## src/rtl/multi_cycle_control_unit_pkg.sv

```systemverilog
// Shared definitions for the multi-cycle control unit: opcodes, FSM states,
// ALU operation codes, PC source selects and the decoded control word.
package multi_cycle_control_unit_pkg;

    localparam int OPW = 6;
    localparam int STW = 3;

    typedef enum logic [STW-1:0] {
        ST_IF   = 3'b000,
        ST_ID   = 3'b001,
        ST_EXE  = 3'b010,
        ST_MEM  = 3'b011,
        ST_WB   = 3'b100,
        ST_HALT = 3'b111
    } stateT;

    localparam logic [OPW-1:0] OP_ADD   = 6'b000000;
    localparam logic [OPW-1:0] OP_SUB   = 6'b000001;
    localparam logic [OPW-1:0] OP_ADDIU = 6'b000010;
    localparam logic [OPW-1:0] OP_AND   = 6'b010000;
    localparam logic [OPW-1:0] OP_ANDI  = 6'b010001;
    localparam logic [OPW-1:0] OP_ORI   = 6'b010010;
    localparam logic [OPW-1:0] OP_SLT   = 6'b011000;
    localparam logic [OPW-1:0] OP_SLTI  = 6'b011001;
    localparam logic [OPW-1:0] OP_SLL   = 6'b011100;
    localparam logic [OPW-1:0] OP_SW    = 6'b110000;
    localparam logic [OPW-1:0] OP_LW    = 6'b110001;
    localparam logic [OPW-1:0] OP_BEQ   = 6'b110100;
    localparam logic [OPW-1:0] OP_BNE   = 6'b110101;
    localparam logic [OPW-1:0] OP_BLTZ  = 6'b110110;
    localparam logic [OPW-1:0] OP_J     = 6'b111000;
    localparam logic [OPW-1:0] OP_JR    = 6'b111001;
    localparam logic [OPW-1:0] OP_JAL   = 6'b111010;
    localparam logic [OPW-1:0] OP_HALT  = 6'b111111;
    // Unassigned code used as the reset value of the opcode latch
    localparam logic [OPW-1:0] OP_NOP   = 6'b100000;

    localparam logic [2:0] ALU_ADD = 3'b000;
    localparam logic [2:0] ALU_SUB = 3'b001;
    localparam logic [2:0] ALU_SLT = 3'b010;
    localparam logic [2:0] ALU_AND = 3'b011;
    localparam logic [2:0] ALU_OR  = 3'b100;
    localparam logic [2:0] ALU_SLL = 3'b101;

    localparam logic [1:0] PC_SEQ    = 2'b00;
    localparam logic [1:0] PC_BRANCH = 2'b01;
    localparam logic [1:0] PC_JR     = 2'b10;
    localparam logic [1:0] PC_JUMP   = 2'b11;

    localparam logic [1:0] DST_RA = 2'b00;
    localparam logic [1:0] DST_RT = 2'b01;
    localparam logic [1:0] DST_RD = 2'b10;

    typedef struct packed {
        logic       pcWre;
        logic       irWre;
        logic       insMemRW;
        logic       regWre;
        logic [1:0] regDst;
        logic       wrRegDSrc;
        logic       dbDataSrc;
        logic       aluSrcA;
        logic       aluSrcB;
        logic       extSel;
        logic [2:0] aluOp;
        logic       mRD;
        logic       mWR;
        logic [1:0] pcSrc;
    } ctrlWordT;

    function automatic logic isKnownOp(input logic [OPW-1:0] op);
        case (op)
            OP_ADD, OP_SUB, OP_ADDIU, OP_AND, OP_ANDI, OP_ORI, OP_SLT, OP_SLTI,
            OP_SLL, OP_SW, OP_LW, OP_BEQ, OP_BNE, OP_BLTZ, OP_J, OP_JR,
            OP_JAL, OP_HALT: return 1'b1;
            default:         return 1'b0;
        endcase
    endfunction

    // Instructions whose whole job is done in ID (jumps and anything unrecognised)
    function automatic logic endsInId(input logic [OPW-1:0] op);
        return (op == OP_J) || (op == OP_JR) || (op == OP_JAL) || !isKnownOp(op);
    endfunction

    function automatic logic isBranch(input logic [OPW-1:0] op);
        return (op == OP_BEQ) || (op == OP_BNE) || (op == OP_BLTZ);
    endfunction

    function automatic logic usesImm(input logic [OPW-1:0] op);
        return (op == OP_ADDIU) || (op == OP_ANDI) || (op == OP_ORI) ||
               (op == OP_SLTI) || (op == OP_LW) || (op == OP_SW);
    endfunction

    // Branch offsets are sign-extended too, since the target adder uses the extender output
    function automatic logic signExtends(input logic [OPW-1:0] op);
        return (op == OP_ADDIU) || (op == OP_SLTI) || (op == OP_LW) ||
               (op == OP_SW) || isBranch(op);
    endfunction

    // Branches compare through a subtract; bltz relies on rt being $0
    function automatic logic [2:0] aluOpFor(input logic [OPW-1:0] op);
        case (op)
            OP_SUB, OP_BEQ, OP_BNE, OP_BLTZ: return ALU_SUB;
            OP_AND, OP_ANDI:                 return ALU_AND;
            OP_ORI:                          return ALU_OR;
            OP_SLT, OP_SLTI:                 return ALU_SLT;
            OP_SLL:                          return ALU_SLL;
            default:                         return ALU_ADD;
        endcase
    endfunction

endpackage

```

## src/rtl/multi_cycle_control_unit_decode.sv

```systemverilog
// Combinational control-word decoder: FSM state, opcode and ALU flags in,
// every datapath enable and mux select out. ID decodes the live opcode
// because the latch only captures it at the end of that cycle.
module ControlDecode
    import multi_cycle_control_unit_pkg::*;
(
    input  stateT          state,
    input  logic [OPW-1:0] liveOp,
    input  logic [OPW-1:0] latchedOp,
    input  logic           zero,
    input  logic           sign,
    output ctrlWordT       ctrl
);

    logic [OPW-1:0] op;
    logic           branchTaken;

    // Build the control word for the current state, all fields zero unless used
    always_comb begin
        ctrl        = '0;
        op          = (state == ST_ID) ? liveOp : latchedOp;
        branchTaken = ((op == OP_BEQ) && zero) || ((op == OP_BNE) && !zero) ||
                      ((op == OP_BLTZ) && sign);
        case (state)
            ST_IF: begin
                ctrl.irWre    = 1'b1;
                ctrl.insMemRW = 1'b1;
            end
            ST_ID: begin
                if (endsInId(op)) begin
                    ctrl.pcWre = 1'b1;
                end
                if ((op == OP_J) || (op == OP_JAL)) begin
                    ctrl.pcSrc = PC_JUMP;
                end
                if (op == OP_JR) begin
                    ctrl.pcSrc = PC_JR;
                end
                if (op == OP_JAL) begin
                    ctrl.regWre    = 1'b1;
                    ctrl.regDst    = DST_RA;
                    ctrl.wrRegDSrc = 1'b0;
                end
            end
            ST_EXE: begin
                ctrl.aluOp   = aluOpFor(op);
                ctrl.aluSrcA = (op == OP_SLL);
                ctrl.aluSrcB = usesImm(op);
                ctrl.extSel  = signExtends(op);
                if (isBranch(op)) begin
                    ctrl.pcWre = 1'b1;
                    ctrl.pcSrc = branchTaken ? PC_BRANCH : PC_SEQ;
                end
            end
            ST_MEM: begin
                if (op == OP_SW) begin
                    ctrl.mWR   = 1'b1;
                    ctrl.pcWre = 1'b1;
                end
                if (op == OP_LW) begin
                    ctrl.mRD = 1'b1;
                end
            end
            ST_WB: begin
                ctrl.pcWre     = 1'b1;
                ctrl.regWre    = 1'b1;
                ctrl.wrRegDSrc = 1'b1;
                ctrl.regDst    = usesImm(op) ? DST_RT : DST_RD;
                if (op == OP_LW) begin
                    ctrl.mRD       = 1'b1;
                    ctrl.dbDataSrc = 1'b1;
                end
            end
            default: begin
                ctrl = '0;
            end
        endcase
    end

endmodule

```

## src/rtl/multi_cycle_control_unit.sv

```systemverilog
// Multi-cycle CPU control unit: state register, opcode latch and next-state
// logic, with the control word produced by ControlDecode. Write/read enables
// are masked while reset is held so an aborted instruction touches nothing.
module multi_cycle_control_unit
    import multi_cycle_control_unit_pkg::*;
(
    input  logic           CLK,
    input  logic           Reset,
    input  logic [OPW-1:0] opcode,
    input  logic           zero,
    input  logic           sign,
    output logic           PCWre,
    output logic           IRWre,
    output logic           InsMemRW,
    output logic           RegWre,
    output logic [1:0]     RegDst,
    output logic           WrRegDSrc,
    output logic           DBDataSrc,
    output logic           ALUSrcA,
    output logic           ALUSrcB,
    output logic           ExtSel,
    output logic [2:0]     ALUOp,
    output logic           mRD,
    output logic           mWR,
    output logic [1:0]     PCSrc,
    output logic [STW-1:0] state
);

    stateT          currentState;
    logic [OPW-1:0] latchedOp;
    ctrlWordT       ctrl;

    // Advance the instruction FSM and capture the opcode during ID
    always_ff @(posedge CLK) begin
        if (!Reset) begin
            currentState <= ST_IF;
            latchedOp    <= OP_NOP;
        end else begin
            case (currentState)
                ST_IF: begin
                    currentState <= ST_ID;
                end
                ST_ID: begin
                    latchedOp <= opcode;
                    if (opcode == OP_HALT) begin
                        currentState <= ST_HALT;
                    end else if (endsInId(opcode)) begin
                        currentState <= ST_IF;
                    end else begin
                        currentState <= ST_EXE;
                    end
                end
                ST_EXE: begin
                    if (isBranch(latchedOp)) begin
                        currentState <= ST_IF;
                    end else if ((latchedOp == OP_LW) || (latchedOp == OP_SW)) begin
                        currentState <= ST_MEM;
                    end else begin
                        currentState <= ST_WB;
                    end
                end
                ST_MEM: begin
                    currentState <= (latchedOp == OP_LW) ? ST_WB : ST_IF;
                end
                ST_WB: begin
                    currentState <= ST_IF;
                end
                ST_HALT: begin
                    currentState <= ST_HALT;
                end
                default: begin
                    currentState <= ST_IF;
                end
            endcase
        end
    end

    ControlDecode decode (
        .state     (currentState),
        .liveOp    (opcode),
        .latchedOp (latchedOp),
        .zero      (zero),
        .sign      (sign),
        .ctrl      (ctrl)
    );

    assign PCWre     = ctrl.pcWre    & Reset;
    assign IRWre     = ctrl.irWre    & Reset;
    assign InsMemRW  = ctrl.insMemRW & Reset;
    assign RegWre    = ctrl.regWre   & Reset;
    assign mRD       = ctrl.mRD      & Reset;
    assign mWR       = ctrl.mWR      & Reset;
    assign RegDst    = ctrl.regDst;
    assign WrRegDSrc = ctrl.wrRegDSrc;
    assign DBDataSrc = ctrl.dbDataSrc;
    assign ALUSrcA   = ctrl.aluSrcA;
    assign ALUSrcB   = ctrl.aluSrcB;
    assign ExtSel    = ctrl.extSel;
    assign ALUOp     = ctrl.aluOp;
    assign PCSrc     = ctrl.pcSrc;
    assign state     = currentState;

endmodule
```

## config.mk

```make
export PLATFORM = sky130hd
export DESIGN_NAME = multi_cycle_control_unit
export DESIGN_NICKNAME = d
export VERILOG_FILES = /design/src/rtl/multi_cycle_control_unit_pkg.sv /design/src/rtl/multi_cycle_control_unit_decode.sv /design/src/rtl/multi_cycle_control_unit.sv
export SDC_FILE = /design/constraint.sdc
export NUM_CORES = 1
export LEC_CHECK = 0
export ABC_AREA = 1
export CELL_PAD_IN_SITES_DETAIL_PLACEMENT = 1
export CELL_PAD_IN_SITES_GLOBAL_PLACEMENT = 1
export CORE_MARGIN = 2
export CORE_UTILIZATION = 28
export DETAILED_ROUTE_END_ITERATION = 12
export DONT_BUFFER_PORTS = 1
export PLACE_DENSITY = 0.57
export SKIP_CTS_REPAIR_TIMING = 1
export SYNTH_ARGS = -nofsm -noshare
export SYNTH_HDL_FRONTEND = slang
export SYNTH_HIERARCHICAL = 1
export SYNTH_SLANG_ARGS = --single-unit
export TNS_END_PERCENT = 100
```

## constraint.sdc

```tcl
create_clock -name CLK -period 2.02 [get_ports CLK]
set_input_delay 0.606 -clock CLK [delete_from_list [all_inputs] [get_ports CLK]]
set_output_delay 0.606 -clock CLK [all_outputs]
set_load 0.01 [all_outputs]
```

# Word-level counts from Yosys, hierarchy flattened
# Memory sizes are Yosys's and may differ from the RTL's.
# Cells that the tools add are included.
[op_classes] n_eq_ne=30 bitwise=6 muxes=30 n_reduce_logical=34
[ops] op="equality test 6 bit, second input constant" count=17
[ops] op="equality test 6 x 5 -> 1 bit, second input constant" count=6
[ops] op="one-hot mux 3 bit (5 select lines)" count=2
[ops] op="logical OR 1 bit" count=23
[ops] op="two-way mux 1 bit" count=12
[ops] op="two-way mux 2 bit" count=6
[ops] op="two-way mux 3 bit" count=4
[ops] op="two-way mux 6 bit" count=2
[ops] op="one-hot mux 4 bit (2 select lines)" count=1
[ops] op="AND 1 bit" count=6
[ops] op="equality test 3 x 2 -> 1 bit, second input constant" count=2
[ops] op="equality test 3 bit, second input constant" count=2
[ops] op="equality test 6 x 1 -> 1 bit, second input constant" count=1
[ops] op="equality test 6 x 2 -> 1 bit, second input constant" count=1
[ops] op="OR reduction 2 bit" count=3
[ops] op="two-way mux 4 bit" count=1
[ops] op="one-hot mux 1 bit (4 select lines)" count=1
[ops] op="one-hot mux 2 bit (2 select lines)" count=1
[ops] op="OR reduction 4 bit" count=1
[ops] op="equality test 3 x 1 -> 1 bit, second input constant" count=1
[ops] op="logical AND 1 bit" count=3
[ops] op="zero test 1 bit" count=3
[ops] op="zero test 3 bit" count=1
[word_totals] inputBits=10 out_inout_bits=21 n_memories=2 ff_bits=9 romBits=128
[mem_list] memory="(no name shown)" words=64 word_bits=1 rd=1 rd_clocked_by_memory_dff=0 wr=0 line_no="multi_cycle_control_unit_pkg.sv:72" rtl="case (op)"
[mem_list] memory="(no name shown)" words=64 word_bits=1 rd=1 rd_clocked_by_memory_dff=0 wr=0 line_no="multi_cycle_control_unit_pkg.sv:72"

# Longest topological paths before layout
[logic_depth] depth_word=11 mapped_depth=13

# Cells and area by module
# Netlist, hierarchy kept.
[modules_own_cells] module="ControlDecode" cells_each=136 n_inst=1 seq_area_each_um2=0.0 area_each_um2=635.6
[modules_own_cells] module="multi_cycle_control_unit" cells_each=93 n_inst=1 seq_area_each_um2=180.2 area_each_um2=546.8

# Worst setup path before layout
# No wires, ideal clock.
[synth_path] path_kind="flip-flop to output port" from="reg currentState[1] (netlist: state[1])" to="out PCWre" n_path_buf=1 setup_slack_ns=-0.143 stages_incl_launch_ff=14 t_arrival_ns=1.557 required_ns=1.414 path_cell_list="dfxtp_1 > nor2_2 > nand2_2 > buf_6 > nand2_1 > nand2_1 > nand3_1 > nor2_2 > nand2_1 > nor2_2 > nor2_1 > nand2_1 > nand2_1 > inv_1"
[synth_rtl] element="start: declaration" line_no="multi_cycle_control_unit.sv:29" rtl="stateT currentState;"
[synth_rtl] element="start signal: assignment" line_no="multi_cycle_control_unit.sv:63" rtl="currentState <= (latchedOp == OP_LW) ? ST_WB : ST_IF;"
[synth_rtl] element="end: declaration" line_no="multi_cycle_control_unit.sv:12" rtl="output logic PCWre,"

# Worst setup path in the final report
[layout_path] from="reg currentState[2] (netlist: state[2])" to="out ALUOp[0]"
[layout_between] elab_chain_cells=6 elab_cells_between_ends=18 cone_classes="eq/ne: 12; mux: 3; reduce/logical: 3"
[layout_lines] element="equality test 3 x 1 -> 1 bit" line_no="multi_cycle_control_unit_decode.sv:21" rtl="op = (state == ST_ID) ? liveOp : latchedOp;"
[layout_lines] element="two-way mux 6 bit"
[layout_lines] element="equality test 6 x 1 -> 1 bit (tied with other cells)" line_no="multi_cycle_control_unit_pkg.sv:102" rtl="case (op)"
[layout_lines] element="OR reduction 4 bit or OR reduction 2 bit (tied branches)" line_no="multi_cycle_control_unit_pkg.sv:102"
[layout_lines] element="one-hot mux 3 bit (5 select lines)" line_no="multi_cycle_control_unit_pkg.sv:102"
[layout_lines] element="two-way mux 6 bit (*)" line_no="multi_cycle_control_unit_decode.sv:24" rtl="case (state)"
[layout_lines] element="end: declaration" line_no="multi_cycle_control_unit.sv:22" rtl="output logic [2:0] ALUOp,"
# Mark *: on every way between the ends. The rest lies on a longest branch, timed or not.

==> flow_summary.rst <==
.. list-table::
   :header-rows: 1

   * - Metric
     - Value
   * - Run status
     - complete, but fails checks
   * - Violations in the final reports
     - negative setup slack
   * - R2R setup slack
     - 620 ps
   * - Top cells by area, synth
     - nand2_1 (22%), dfxtp_1 (15%), nor2_1 (13%), inv_1 (11%), nand3_1 (8.9%)
   * - Fraction of synthesized cell area taken by the top area cell type
     - 21.90%
   * - Count of boundary I/O pins
     - 31
   * - Number of search-and-repair iterations in the first detailed-routing pass
     - 2
   * - Combinational family with the most area after synthesis
     - simple AND/OR/NAND/NOR gates
   * - Required time reported for the critical path endpoint
     - between 1000 and 1500 ps
   * - Sum Neg Setup Slack
     - -4462 ps
   * - Via count
     - ~1500
   * - Type of the worst setup path
     - reg2out
   * - Slew at the pin closest to its max-slew limit
     - 311.4 ps
   * - Register bit count reported by yosys
     - 9
   * - Net count of the finished layout
     - around 270
   * - Area of the placeable core
     - 0.004029 sq mm
   * - Floorplan die width
     - slightly below 70 um
   * - Worst rel slew slack
     - between 70% and 80%
   * - Highest ir drop seen on vdd
     - about 0.40 mV
   * - Simple-Gate Fraction of Synth Area
     - between 60% and 70%
   * - Clk pwr share
     - 23.9%
   * - CTS Root Cell
     - clkbuf_8
   * - Max-cap violation count
     - 0
   * - Ratio of cells with drive above 1 in the final layout
     - 32.03%
   * - Number of inserted filler cells in the final layout
     - 583
   * - Dominant register cell in the synthesized netlist
     - dfxtp_1
   * - Worst min path class
     - in2reg
   * - Net switching power
     - 0.0003494 W
   * - Fin worst setup slack
     - -370.6 ps
   * - Crit Path Max Fanout
     - 11
   * - Final hold violation count
     - 0
   * - Gp weighted congestion
     - 0.8041
   * - Hold path cells
     - 2
   * - Number of distinct library cells after synthesis
     - 23
   * - Die area
     - 0.004759 sq mm
   * - Vias per Instance
     - 4.788
   * - Internal Power
     - 0.0005119 W
   * - Kind of start point of the critical path
     - flop
   * - Final min period
     - roughly 2400 ps
   * - Post-synthesis compound-gate area fraction
     - 7.619%
   * - Static leakage power
     - 0.8059 nW
   * - Finished Layout Cells
     - 306
   * - Initial Utilization
     - 29.35%
   * - Startpoint of the worst setup timing path
     - state[2]
   * - H-tree levels
     - 1
   * - Routed Wire Length
     - 3.927 mm
   * - Clk Latency, worst-skew pair
     - 230 ps
   * - Slowest-stage cell, CP
     - dfxtp_2
   * - Total number of placement rows
     - 23
   * - Number of buffers between clock root and the deepest sink
     - 2
   * - DRC violation count after routing
     - 0
   * - Worst Hold Path EP
     - latchedOp[3]
   * - Largest stage delay, worst path
     - 330 ps
   * - Number of buffers inserted by port buffering
     - 0
   * - Unrepaired setup endpoints after global routing
     - yes
   * - Critical-path cell list
     - nor2_4, nand2_4, nand2_2, nand2_4, buf_4, nor2_2, nand4_1, nand2_1, nor2_1, nor2_2
   * - Antenna cells
     - 0
   * - Fmax
     - 0.4183 GHz
   * - Post-route clock skew
     - 2.804 ps
   * - Syn_area_per_cell
     - 5.163 sq um
   * - Portion of netlist area occupied by mux cells
     - 0%
   * - Post-layout power
     - ~0.00086 W
   * - Adder and majority cell fraction of the synthesized area
     - 0%
   * - Synth async-reset ratio
     - 0%
   * - Arrival time at the worst endpoint
     - 1780 ps
   * - Commonest cells in the synthesized netlist
     - nand2_1 (69), nor2_1 (42), inv_1 (34)
   * - CTS buffer count
     - 3
   * - Total power density per cell area
     - 531.1 mW/mm^2
   * - Dpl cells
     - 299
   * - Final number of setup-violating endpoints
     - 15
   * - Count of antenna-violating nets left after detailed routing
     - 0
   * - Clock Sinks
     - 9
   * - Summed instance area of the synthesized netlist
     - 0.001182 sq mm
   * - Post-synth EDFFs
     - 0
   * - Period Utilization, post-route
     - 118.3%
   * - Global-route wire length before repair
     - about 6.5 mm
   * - Worst Hold Launch
     - Reset
   * - CTS tree
     - yes
   * - Sequential share of power
     - 24.7%
   * - Reg2Reg Depth
     - 7
   * - Register clock-pin slew on the reported worst setup and hold paths
     - 40 ps
   * - Leading area contributor after synthesis
     - nand2_1
   * - Pin count of the biggest net entering global routing
     - 19
   * - Post-synthesis cell count
     - 229
   * - Number of max-slew violations in the final report
     - 0
   * - Number of antenna violations at the first check in global routing
     - 0
   * - Xor and xnor area share after synthesis
     - 0%
   * - Die H
     - 68.99 um
   * - Initial detailed-routing violation count
     - 35
   * - Overflow left after global routing
     - 0
   * - Crit Reg-Reg Startpoint
     - state[0]
   * - Leading cell type by number of instances after synthesis
     - nand2_1
   * - Overall track demand over capacity in global routing
     - between 10% and 20%
   * - WL/cell
     - between 10 and 15 um
   * - Switching Fraction
     - roughly 41%
   * - Post-route cell area
     - 0.001622 sq mm
   * - YS warnings
     - 6
   * - Logic pwr share
     - 51.4%
   * - Syn nets
     - 239
   * - Setup crit end kind
     - primary output
   * - Dpl hpwl
     - 3.141 mm
   * - Proportion of synthesized chip area in sequential cells
     - around 15%
   * - Reg2reg end
     - state[1]
   * - Area of placed instances
     - 0.001440 sq mm
   * - Area overhead of the layout relative to synthesis
     - 37.14%
   * - Number of global-route vias before repair
     - 1465
==> per-layer routing <==
metal,global-route usage (%),up-vias,wire length (um)
met3,1.136,6,101
met5,0,-,0
met1,21.50,674,1720
met2,33.05,18,2039
li1,-,767,-
met4,5.637,0,65
==> cell type report <==
class                      instances  area [sq um]  area share, %
clock buffer                       4         45.04          2.778
inverter                          35         131.4          8.102
timing repair buffer              28         242.7          14.97
multi-input combinational        180         953.4          58.80
sequential                         9         186.4          11.50
tap                               50         62.56          3.858
==> worst max path at each step <==
stage,end
floorplan,RegDst[1]
global placement,RegWre
detailed placement,RegDst[0]
CTS,ALUOp[0]
global route,PCWre
finish,ALUOp[0]
==> through the flow <==
step	setup slack, ps	hold WS, ps	util, %
3_5_place_dp	-174.3	541.9	35.75
6_report	-370.6	512.9	40.25
4_1_cts	-418.0	508.2	36.86
3_3_place_gp	-188.5	538.1	35.75
5_1_grt	-494.0	522.0	40.25
2_1_floorplan	-10.56	465.9	-
==> cells in the final DEF, fill, tap and decap left out, types with 7 or more instances in the layout <==
master	n
nand2_1	59
nor2_1	32
inv_1	28
buf_4	24
nand3_1	19
nand2_2	12
nor2_2	9
inv_2	7
a21oi_1	7
nand3b_1	7
==> worst max-delay path: cells and delay by family, from the launching register on <==
family                 cells  cell delay (ps)
AND/OR/NAND/NOR            9             1060
flip-flops                 1              330
buffers and inverters      1              150
==> flip-flops by register name (all words and copies together) (netlist names) <==
name,count
state,3
latchedOp,6
==> power by group through the flow <==
stage                     registers (W)  clock network (W)  logic, W
after floorplan                0.000218                  0  0.000248
after global placement         0.000215                  0  0.000383
after detailed placement       0.000215                  0  0.000387
after CTS                      0.000212           0.000216  0.000388
after global routing           0.000215           0.000223  0.000501
final                          0.000213           0.000206  0.000443
==> cell families after synthesis <==
family	after synthesis
and+or+nand+nor	163
buffers and inverters	40
DFF	9
AOI/OAI and AO/OA	17
(Power assumes the default switching activity.)
